File: src/rtl/uart_word_bridge_pkg.sv
`default_nettype none
// ============================================================================
//  Module      : uart_word_bridge_pkg
//  Description : Shared defaults and transmit-FSM encodings for uart_word_bridge.
//  Revision    : 1.0 - initial release
// ============================================================================
package uart_word_bridge_pkg;

    localparam int c_DBIT_DEFAULT   = 8;
    localparam int c_NBYTES_DEFAULT = 4;

    localparam logic [1:0] c_TX_IDLE = 2'd0;
    localparam logic [1:0] c_TX_SEND = 2'd1;
    localparam logic [1:0] c_TX_WAIT = 2'd2;

    typedef enum logic [1:0] {
        TX_IDLE = c_TX_IDLE,
        TX_SEND = c_TX_SEND,
        TX_WAIT = c_TX_WAIT
    } tx_state_e;

    // Byte-counter width; a single-byte word still needs one bit.
    function automatic int cnt_width(input int n);
        return (n > 1) ? $clog2(n) : 1;
    endfunction

endpackage
`default_nettype wire

File: src/rtl/uart_word_bridge.sv
`default_nettype none
// ============================================================================
//  Module      : uart_word_bridge
//  Description : Assembles UART receive bytes into words (LSB first) and
//                serialises words into bytes for the UART transmitter.
//  Revision    : 1.0 - initial release
// ============================================================================
module uart_word_bridge
    import uart_word_bridge_pkg::*;
#(
    parameter int DBIT   = c_DBIT_DEFAULT,
    parameter int NBYTES = c_NBYTES_DEFAULT
) (
    input  logic                     clk,
    input  logic                     reset,
    input  logic                     rx_empty,
    input  logic [DBIT-1:0]          r_data,
    output logic                     rd_uart,
    input  logic                     rx_clear,
    output logic [DBIT*NBYTES-1:0]   rx_word,
    output logic                     rx_valid,
    input  logic                     tx_start,
    input  logic [DBIT*NBYTES-1:0]   tx_in,
    output logic                     tx_ready,
    output logic                     tx_done,
    output logic                     wr_uart,
    output logic [DBIT-1:0]          w_data,
    input  logic                     tx_done_tick
);

    localparam int WORD_W  = DBIT * NBYTES;
    localparam int c_CNT_W = cnt_width(NBYTES);

    localparam logic [c_CNT_W-1:0] c_LAST = c_CNT_W'(NBYTES - 1);
    localparam logic [c_CNT_W-1:0] c_ONE  = c_CNT_W'(1);

    // ------------------------------------------------------------------------
    // Receive assembler
    // ------------------------------------------------------------------------
    logic                 w_pop;
    logic [c_CNT_W-1:0]   r_rx_cnt_q,   w_rx_cnt_d;
    logic [WORD_W-1:0]    r_partial_q,  w_partial_d;
    logic [WORD_W-1:0]    r_rx_word_q,  w_rx_word_d;
    logic                 r_rx_valid_q, w_rx_valid_d;

    assign w_pop   = !rx_empty && !rx_clear && !reset;
    assign rd_uart = w_pop;

    always_comb begin
        w_rx_cnt_d   = r_rx_cnt_q;
        w_partial_d  = r_partial_q;
        w_rx_word_d  = r_rx_word_q;
        w_rx_valid_d = 1'b0;
        if (rx_clear) begin
            w_rx_cnt_d  = '0;
            w_partial_d = '0;
        end else if (w_pop) begin
            w_partial_d[int'(r_rx_cnt_q)*DBIT +: DBIT] = r_data;
            if (r_rx_cnt_q == c_LAST) begin
                w_rx_word_d  = w_partial_d;
                w_rx_valid_d = 1'b1;
                w_rx_cnt_d   = '0;
                w_partial_d  = '0;
            end else begin
                w_rx_cnt_d = r_rx_cnt_q + c_ONE;
            end
        end
    end

    always_ff @(posedge clk) begin
        if (reset) begin
            r_rx_cnt_q   <= '0;
            r_partial_q  <= '0;
            r_rx_word_q  <= '0;
            r_rx_valid_q <= 1'b0;
        end else begin
            r_rx_cnt_q   <= w_rx_cnt_d;
            r_partial_q  <= w_partial_d;
            r_rx_word_q  <= w_rx_word_d;
            r_rx_valid_q <= w_rx_valid_d;
        end
    end

    // ------------------------------------------------------------------------
    // Transmit serializer
    // ------------------------------------------------------------------------
    tx_state_e            r_tx_state_q, w_tx_state_d;
    logic [WORD_W-1:0]    r_shift_q,    w_shift_d;
    logic [c_CNT_W-1:0]   r_tx_idx_q,   w_tx_idx_d;
    logic                 r_tx_done_q,  w_tx_done_d;

    always_comb begin
        w_tx_state_d = r_tx_state_q;
        w_shift_d    = r_shift_q;
        w_tx_idx_d   = r_tx_idx_q;
        w_tx_done_d  = 1'b0;
        case (r_tx_state_q)
            TX_IDLE: begin
                if (tx_start) begin
                    w_shift_d    = tx_in;
                    w_tx_idx_d   = '0;
                    w_tx_state_d = TX_SEND;
                end
            end
            TX_SEND: begin
                w_tx_state_d = TX_WAIT;
            end
            TX_WAIT: begin
                if (tx_done_tick) begin
                    if (r_tx_idx_q == c_LAST) begin
                        w_tx_state_d = TX_IDLE;
                        w_tx_done_d  = 1'b1;
                    end else begin
                        w_shift_d    = r_shift_q >> DBIT;
                        w_tx_idx_d   = r_tx_idx_q + c_ONE;
                        w_tx_state_d = TX_SEND;
                    end
                end
            end
            default: begin
                w_tx_state_d = TX_IDLE;
            end
        endcase
    end

    always_ff @(posedge clk) begin
        if (reset) begin
            r_tx_state_q <= TX_IDLE;
            r_shift_q    <= '0;
            r_tx_idx_q   <= '0;
            r_tx_done_q  <= 1'b0;
        end else begin
            r_tx_state_q <= w_tx_state_d;
            r_shift_q    <= w_shift_d;
            r_tx_idx_q   <= w_tx_idx_d;
            r_tx_done_q  <= w_tx_done_d;
        end
    end

    // Outputs are forced to their reset values for the whole reset period,
    // including the first cycle before the registers have been cleared.
    assign rx_word  = reset ? '0 : r_rx_word_q;
    assign rx_valid = r_rx_valid_q && !reset;
    assign tx_done  = r_tx_done_q && !reset;
    assign wr_uart  = (r_tx_state_q == TX_SEND) && !reset;
    assign tx_ready = (r_tx_state_q == TX_IDLE) || reset;
    assign w_data   = reset ? '0 : r_shift_q[DBIT-1:0];

endmodule
`default_nettype wire

File: config.mk
export PLATFORM = sky130hd
export DESIGN_NAME = uart_word_bridge
export DESIGN_NICKNAME = d
export VERILOG_FILES = /design/src/rtl/uart_word_bridge_pkg.sv /design/src/rtl/uart_word_bridge.sv
export SDC_FILE = /design/constraint.sdc
export NUM_CORES = 1
export LEC_CHECK = 0
export CORE_MARGIN = 2
export CORE_UTILIZATION = 41
export DETAILED_ROUTE_END_ITERATION = 6
export PLACE_DENSITY = 0.64
export SKIP_CTS_REPAIR_TIMING = 1
export SLEW_MARGIN = 20
export SYNTH_ARGS = -nofsm -noshare
export SYNTH_HDL_FRONTEND = slang
export SYNTH_SLANG_ARGS = --single-unit
export TNS_END_PERCENT = 50
File: constraint.sdc
create_clock -name clk -period 2.1 [get_ports clk]
set_input_delay 0.21 -clock clk [delete_from_list [all_inputs] [get_ports clk]]
set_output_delay 0.21 -clock clk [all_outputs]
set_load 0.05 [all_outputs]
; ---- Yosys cells after proc, flatten, opt, wreduce, memory -nomap -nowiden
; Cells that the tools add are included.
[classes]
bitwise_logic = 4
addsub = 3
eq_ne = 7
reduce_logical = 17
n_div = 0
shifts = 2
n_mux = 19
order_cmp = 0
multipliers = 0
[ops]
columns = operator, n
row1 = 32-bit 2-to-1 mux, 5
row2 = 32-bit case mux with 2 select lines, 1
row3 = 5-bit negator with 33-bit output, 1
row4 = "8-bit by 33-bit variable shift with 32-bit output, first input constant", 1
row5 = 8-bit by 33-bit variable part select with 32-bit output, 1
row6 = 32-bit bitwise mux, 1
row7 = 2-bit 2-to-1 mux, 6
row8 = 8-bit 2-to-1 mux, 1
row9 = "2-bit == test, second input constant", 3
row10 = "2-bit != test, second input constant", 3
row11 = 2-bit case mux with 3 select lines, 1
row12 = 3-bit OR reduction, 2
row13 = 1-bit logical AND, 5
row14 = "2-bit by 1-bit adder with 2-bit output, second input constant", 2
row15 = 1-bit inverter, 4
row16 = 2-bit case mux with 2 select lines, 1
row17 = 4-bit AND reduction, 1
row18 = 1-bit zero test, 3
row19 = 1-bit 2-to-1 mux, 3
row20 = 3-bit AND reduction, 1
row21 = "2-bit by 1-bit == test with 1-bit output, second input constant", 1
row22 = 2-bit zero test, 1
row23 = 2-bit AND reduction, 1
row24 = 2-bit nonzero test, 1
row25 = other kinds (2), 2
[totals]
mem_bits_ro = 0
mem_bits_rw = 0
word_cells = 60
n_memories = 0
in_bits = 46
reg_bits = 104
output_inout_bits = 45
latch_bits = 0

; ---- Logic depth before layout (Yosys ltp)
; Gate-level depths: netlist of run 1.
[depth]
ltp_word = 5
ltp_mapped = 8
ltp_nobuf = 5

; ---- Least setup slack after synthesis of run 1
; No wires, ideal clock.
[synth_timing]
path_type = register to register
start = register r_rx_cnt_q[0]
end = register r_rx_word_q[6]
path_slack_ns = 0.226
synth_period_minus_slack_ns = 1.874
stages_incl_launch_ff = 8
setup_ns = 0.136
arrival_time_ns = 1.738
cell_sequence = dfxtp_1 > inv_1 > ha_1 > and4bb_2 > buf_2 > buf_4 > a221oi_2 > nor3_1
[synth_via]
elab_chain_len = 3
word_cells_on_any_way = 6
classes_between = add/sub: 1 / eq/ne: 1 / shift: 2 / mux: 1 / reduce/logical: 1
[synth_rtl]
columns = item, line_no
row1 = start: declaration, uart_word_bridge.sv:41  ; logic [c_CNT_W-1:0] r_rx_cnt_q, w_rx_cnt_d;
row2 = start signal: assignment, uart_word_bridge.sv:77  ; r_rx_cnt_q <= w_rx_cnt_d;
row3 = 5-bit negator with 33-bit output, uart_word_bridge.sv:58  ; w_partial_d[int'(r_rx_cnt_q)*DBIT +: DBIT] = r_data;
row4 = 8-bit by 33-bit variable part select with 32-bit output or 8-bit by 33-bit variable shift with 32-bit output (tied branches), uart_word_bridge.sv:58
row5 = 32-bit bitwise mux, uart_word_bridge.sv:58
row6 = end signal: assignment, uart_word_bridge.sv:79  ; r_rx_word_q <= w_rx_word_d;
row7 = end: declaration, uart_word_bridge.sv:43  ; logic [WORD_W-1:0] r_rx_word_q, w_rx_word_d;
; Several ways; a longest one is shown, not always the timed one.
; A chain may end at the register's enable or synchronous reset.

; ---- Worst setup path in the final report of run 1
[layout_timing]
start = register r_rx_cnt_q[1]
end = register r_rx_word_q[3]
; Same word-level chain as after synthesis.

==> results of run 1 <==
sequential cells by signal, summed over array words and instances (netlist names):
register	flops
r_partial_q	32
r_rx_cnt_q	2
r_rx_valid_q	1
r_rx_word_q	32
r_shift_q	32
r_tx_done_q	1
r_tx_idx_q	2
r_tx_state_q	2
synth_stat cells, types with 2 or more instances:
cell type / instances / area [um2]
dfxtp_1: 104 / 2080
nor2_1: 66 / 248
nor2b_1: 42 / 263
nor3_1: 36 / 180
mux2i_1: 25 / 250
a221oi_2: 23 / 345
a211oi_1: 21 / 158
a32oi_1: 18 / 158
buf_2: 17 / 85.1
clkbuf_1: 17 / 63.8
a21oi_1: 10 / 50.1
a22o_1: 8 / 70.1
buf_4: 8 / 60.1
nand2_1: 8 / 30.0
nand3_1: 8 / 40.0
nor3_2: 8 / 80.1
ha_1: 7 / 87.6
o2bb2ai_1: 7 / 61.3
a32o_1: 6 / 60.1
inv_1: 6 / 22.5
and2_1: 5 / 31.3
a221oi_1: 4 / 35.0
buf_6: 4 / 45.0
mux2_1: 4 / 45.0
mux2_2: 4 / 45.0
o21bai_1: 4 / 30.0
nor3b_2: 3 / 37.5
and3b_1: 2 / 17.5
nand2b_1: 2 / 12.5
nor3b_4: 2 / 37.5
worst max-delay path, delay by kind of cell (launching register included):
family,cells,cell delay [ns]
buffers and inverters,1,0.11
flip-flops,1,0.42
AO/OA/AOI/OAI,1,0.40
adder cells (fa/ha/maj),1,0.41
AND/OR/NAND/NOR,2,0.49
cells in the final DEF, fill, tap and decap left out, types with 18 or more instances in the layout:
master | netlist | layout
a211oi_1 | 21 | 21
a221oi_2 | 23 | 23
a32oi_1 | 18 | 18
buf_4 | 8 | 62
clkdlybuf4s50_1 | 0 | 51
dfxtp_1 | 104 | 104
mux2i_1 | 25 | 25
nor2_1 | 66 | 66
nor2b_1 | 42 | 42
nor3_1 | 36 | 36
metal layers:
metal / vias up / GRT usage (%)
met1: 1945 / 27.0
li1: 2002 / -
met5: - / 0
met2: 101 / 28.5
met4: 0 / 9.27
met3: 20 / 2.50
kinds of logic after synthesis:
logic type,after synthesis
AO/OA/AOI/OAI,103
adder cells (fa/ha/maj),7
buffers and inverters,53
multiplexers,33
AND/OR/NAND/NOR,199
flip-flops,104
metrics by stage:
stage | hold WS [ns] | power [W] | std cells
6_report | 0.429 | 0.00459 | 733
3_5_place_dp | 0.449 | 0.00267 | 717
3_3_place_gp | 0.455 | 0.00266 | 717
4_1_cts | 0.398 | 0.00463 | 733
5_1_grt | 0.438 | 0.00477 | 733
2_1_floorplan | 0.343 | 0.00247 | 499
power by group:
part,switching (W),internal [W]
sequential,0.0000362,0.00204
clock,0.000786,0.00118
combinational,0.000301,0.000246
final cells by class:
cell class              instances  area share [%]
inverters                       7           0.458
repair buffers                117            16.8
well taps                     147            2.93
multi-input cells             342            41.0
flip-flops and latches        104            33.2
clock inverters                 7            2.03
clock buffers                   9            3.59
worst min path at each step:
stage                                             from                      endpoint  slack (ns)  cells after the start
after floorplan                              tx_in[24]    r_shift_q[24]$_SDFFE_PP0P_        0.34                      1
after global placement    r_partial_q[23]$_SDFFE_PP0N_  r_partial_q[23]$_SDFFE_PP0N_        0.46                      1
after detailed placement  r_partial_q[20]$_SDFFE_PP0N_  r_partial_q[20]$_SDFFE_PP0N_        0.45                      1
after CTS                                        reset        r_tx_done_q$_SDFF_PP0_        0.40                      3
after global routing                             reset  r_tx_state_q[1]$_SDFFE_PP0P_        0.44                      3
final                                            reset  r_rx_word_q[19]$_SDFFE_PP0P_        0.43                      3
==> results.md, run 1 <==
- Die ar.: 12900 um2
- Post-synth net total: 552
- Max Clock Freq: 510 MHz
- Routed Antenna Nets: 0
- Mean Syn Cell Area: 9.89 um2
- Pre-CTS WS: 0.187 ns
- Num CTS Buffers: 9
- Mapped cell area: 4930 um2
- Clk sink count: 104
- Crit Path Max Fanout: 16
- Fillers: 1048
- Final wirelength: 12.0 mm
- Die Width: 114 um
- PortBufs: 90
- # DRC: 0
- DR top layer: met4
- Slew headroom: 65.5%
- Post-synth EDFFs: 0
- Post-Route Setup TNS: 0 ns
- RePlAce Congestion: 0.823
- Slowest CP cell: dfxtp_1
- Reg2Reg Depth: 5
- Fin Clk Skew: 0.00550 ns
- Via Count: 4068
- Worst setup SP type: register
- Final Setup Violations: 0
- DRT Pass-1 Iters: 4
- Power Density: 731 nW/um2
- Simple-Gate Fraction of Synth Area: 23.5%
- Post-DP HPWL: 8.51 mm
- Final worst-path cycle share: 93.3%
- Flop2flop setup slack: 0.14 ns
- FF-to-FF Start: r_rx_cnt_q[1]$_SDFFE_PP0N_
- Area share of fa/ha/maj cells after synthesis: 1.77%
- Synth async-reset ratio: 0%
- Largest net degree at the start of global routing: 66
- Sequential share of the synthesized area: 42.2%
- Post-synthesis cell count: 499
- CTS tree: yes
- CTS root buf: clkbuf_16
- Initial antenna violation count: 0
- Yosys cell types: 50
- Post-Synth XOR/XNOR Area: 0%
- Total Routing Usage GR: 19.0%
- Critical-path cell list: inv_1 > ha_1 > and4bb_2 > a221oi_1 > nor3_1
- Worst-path clk slew: 0.07 ns
- Req. time, crit path: 2.32 ns
- Status: completed
- Primary FF master, synth: dfxtp_1
- P_leak: 2.45 nW
- WS Path Type: reg -> reg
- Hold Fails Final Rpt: 0
- Crit end category: register
- Final Instance Area: 6280 um2
- Main combinational cell family by area after synthesis: simple AND/OR/NAND/NOR gates
- Pins Over Slew Limit: 0
- Worst Setup SP: r_rx_cnt_q[1]$_SDFFE_PP0N_
- RR Endpoint: r_rx_word_q[3]$_SDFFE_PP0P_
- Max IR drop VDD: 371 uV
- Io pins: 91
- Layout cells sized above 1: 22.5%
- Clk buf depth: 2
- Final WS setup: 0.140 ns
- Clock latency at the later pin of the worst-skew pair: 0.35 ns
- Storage cell area: 2080 um2
- Htree depth: 3
- First-pass GRT wire length: 19.7 mm
- Core ar.: 11900 um2
- Met2 Wirelength: 5.33 mm
- CP max stage delay: 0.42 ns
- Synth Area in Compound Gates: 19.9%
- Area growth syn-to-layout: 27.3%
- Nets: 634
- Max cap viols: 0
- Metal3 WL: 501 um
- Number of global-route vias before repair: 3840
- Yosys reg bits: 104
- Total gr overflow: 0
- Final core occ: 52.9%
- Placement Cell Area: 5930 um2
- Data arrival time of the worst path: 2.18 ns
- Die Ht: 114 um
- Avg WL per Cell: 16.3 um
- Multi-input gate area: 2580 um2
- # diodes: 0
- Worst Setup EP: r_rx_word_q[3]$_SDFFE_PP0P_
- Synth warnings: 0
- WL met1: 5.79 mm
- Hold Path Class: in -> reg
- Via/cell ratio: 5.55
- Starting Density: 41.6%
- Cell row count: 40
- Actual slew at the worst max-slew pin: 0.515 ns
- Starting DRT DRC Count: 246
- Final min period: 1.96 ns
- Multiplexer area fraction after synthesis: 6.90%
- RSZ-0062 raised after global routing: false
(Power assumes the default switching activity.)
==> run 2: changes to the inputs <==
--- a/config.mk
+++ b/config.mk
@@ -5,10 +5,13 @@
 export SDC_FILE = /design/constraint.sdc
 export NUM_CORES = 1
 export LEC_CHECK = 0
+export CAP_MARGIN = 20
+export CELL_PAD_IN_SITES_DETAIL_PLACEMENT = 0
+export CELL_PAD_IN_SITES_GLOBAL_PLACEMENT = 1
 export CORE_MARGIN = 2
-export CORE_UTILIZATION = 41
+export CORE_UTILIZATION = 40
 export DETAILED_ROUTE_END_ITERATION = 6
-export PLACE_DENSITY = 0.64
+export PLACE_DENSITY = 0.9
 export SKIP_CTS_REPAIR_TIMING = 1
 export SLEW_MARGIN = 20
 export SYNTH_ARGS = -nofsm -noshare
==> results.md, run 2 (synthesis results as in run 1) <==
- Hold Path Class: in -> reg (unchanged)
- Final wirelength: 12.2 mm (was 12.0 mm)
- Die Width: 115 um (was 114 um)
- Total Routing Usage GR: 18.6% (was 19.0%)
- Slowest CP cell: and4bb_2 (was dfxtp_1)
- CP max stage delay: 0.58 ns (was 0.42 ns)
- Initial antenna violation count: 0 (unchanged)
- Final min period: 1.92 ns (was 1.96 ns)
- Clk buf depth: 2 (unchanged)
- Avg WL per Cell: 16.8 um (was 16.3 um)
- Pins Over Slew Limit: 0 (unchanged)
- Largest net degree at the start of global routing: 58 (was 66)
- Hold slack final: 0.187 ns (was 0.429 ns)
- Area growth syn-to-layout: 23.8% (was 27.3%)
- Crit end category: register (unchanged)
- Post-Route Setup TNS: 0 ns (unchanged)
- DRT Pass-1 Iters: 4 (unchanged)
- Fin Clk Skew: 0.00633 ns (was 0.00550 ns)
- PortBufs: 90 (unchanged)
- Status: completed (unchanged)
- Layout cells sized above 1: 22.9% (was 22.5%)
- Num CTS Buffers: 9 (unchanged)
- Io pins: 91 (unchanged)
- Via/cell ratio: 5.49 (was 5.55)
- Crit path max-delay family: simple AND/OR/NAND/NOR gates (unchanged)
- Die ar.: 13200 um2 (was 12900 um2)
- RSZ-0062 raised after global routing: false (unchanged)
- Via Count: 3990 (was 4068)
- Hold Fails Final Rpt: 0 (unchanged)
- Final worst-path cycle share: 91.5% (was 93.3%)
- Die Ht: 115 um (was 114 um)
- Number of global-route vias before repair: 3890 (was 3840)
- RePlAce Congestion: 0.853 (was 0.823)
- Critical-path cell list: inv_1 > ha_1 > and4bb_2 > a221oi_1 > nor3_1 (unchanged)
- Data arrival time of the worst path: 2.18 ns (about the same)
- Placement Cell Area: 5850 um2 (was 5930 um2)
- Max cap viols: 0 (unchanged)
- Worst-path clk slew: 0.07 ns (about the same)
- Nets: 629 (was 634)
- Max IR drop VDD: 429 uV (was 371 uV)
- Largest regs: r_partial_q (32), r_rx_word_q (32), r_shift_q (32) (unchanged)
- Core ar.: 12000 um2 (was 11900 um2)
- Power Density: 677 nW/um2 (was 731 nW/um2)
- Clock latency at the later pin of the worst-skew pair: 0.34 ns (was 0.35 ns)
- Cell row count: 40 (unchanged)
- Req. time, crit path: 2.36 ns (was 2.32 ns)
- Starting Density: 41.1% (was 41.6%)
- Final Setup Violations: 0 (unchanged)
- Max Clock Freq: 521 MHz (was 510 MHz)
- WS Path Type: reg -> reg (unchanged)
- Actual slew at the worst max-slew pin: 0.733 ns (was 0.515 ns)
- Crit Path Max Fanout: 16 (unchanged)
- # diodes: 0 (unchanged)
- CTS root buf: clkbuf_16 (unchanged)
- Worst setup SP type: register (unchanged)
- Total gr overflow: 0 (unchanged)
- Slew headroom: 51.0% (was 65.5%)
- First-pass GRT wire length: 19.5 mm (was 19.7 mm)
- Commonest non-fill, non-tap cells in the layout: dfxtp_1, nor2_1, buf_4 (unchanged)
- Htree depth: 3 (unchanged)
- P_leak: 2.38 nW (was 2.45 nW)
- Routed Antenna Nets: 0 (unchanged)
- Final Instance Area: 6110 um2 (was 6280 um2)
- Starting DRT DRC Count: 222 (was 246)
- # DRC: 0 (unchanged)
- Most common cell after layout, fill and taps aside: dfxtp_1 (unchanged)
- CTS tree: yes (unchanged)
- Post-DP HPWL: 8.73 mm (was 8.51 mm)
- Crit path buffers/inverters: 1 (unchanged)
- Clk sink count: 104 (unchanged)
run 2: changes by cell type in the layout (fill, tap and decap cells not counted), sizes merged:
| cell | change |
|---|---|
| clkinvlp | +2 |
| clkbuf | +1 |
| bufinv | -3 |
| clkdlybuf4s50 | -7 |
| inv | -1 |
| buf | +2 |
run 2: per-stage QoR:
step           std cells  util [%]  power [W]  setup WS [ns]
6_report             727      50.9    0.00414          0.179
3_5_place_dp         712      48.7    0.00266          0.153
5_1_grt              727      50.9    0.00429         0.0593
2_1_floorplan        499         -    0.00247          0.226
4_1_cts              727      50.9    0.00416          0.144
3_3_place_gp         712      48.7    0.00264          0.254
run 2: worst paths after layout:
check                               start  slack [ns]  cells after the start                           end
max reg2reg    r_rx_cnt_q[0]$_SDFFE_PP0N_        0.18                      5   r_rx_word_q[3]$_SDFFE_PP0P_
max            r_rx_cnt_q[0]$_SDFFE_PP0N_        0.18                      5   r_rx_word_q[3]$_SDFFE_PP0P_
min reg2reg  r_partial_q[18]$_SDFFE_PP0N_        0.47                      1  r_partial_q[18]$_SDFFE_PP0N_
min                                 reset        0.19                      2  r_rx_word_q[19]$_SDFFE_PP0P_
run 2: routing by layer:
metal | GRT usage (%) | routed length (um) | share of wire [%] | up-vias
li1 | - | - | - | 1993
met1 | 24.2 | 5540 | 45 | 1890
met2 | 30.9 | 5950 | 49 | 91
met3 | 3.43 | 497 | 4.1 | 16
met4 | 6.99 | 200 | 1.6 | 0
met5 | 0 | 0 | 0 | -
run 2: power by group:
group	leakage, nW	switching [W]	total (W)	internal, W
clock	0.125	0.000727	0.00152	0.000798
combinational	1.41	0.000295	0.000533	0.000238
sequential	0.845	0.0000393	0.00208	0.00204
run 2: layout make-up:
class | instances | area, um2
multi-input cells | 342 | 2580
repair buffers | 112 | 976
clock buffers | 10 | 229
fillers | 1116 | 5900
well taps | 147 | 184
clock inverters | 5 | 33.8
inverters | 7 | 28.8
flip-flops and latches | 104 | 2080
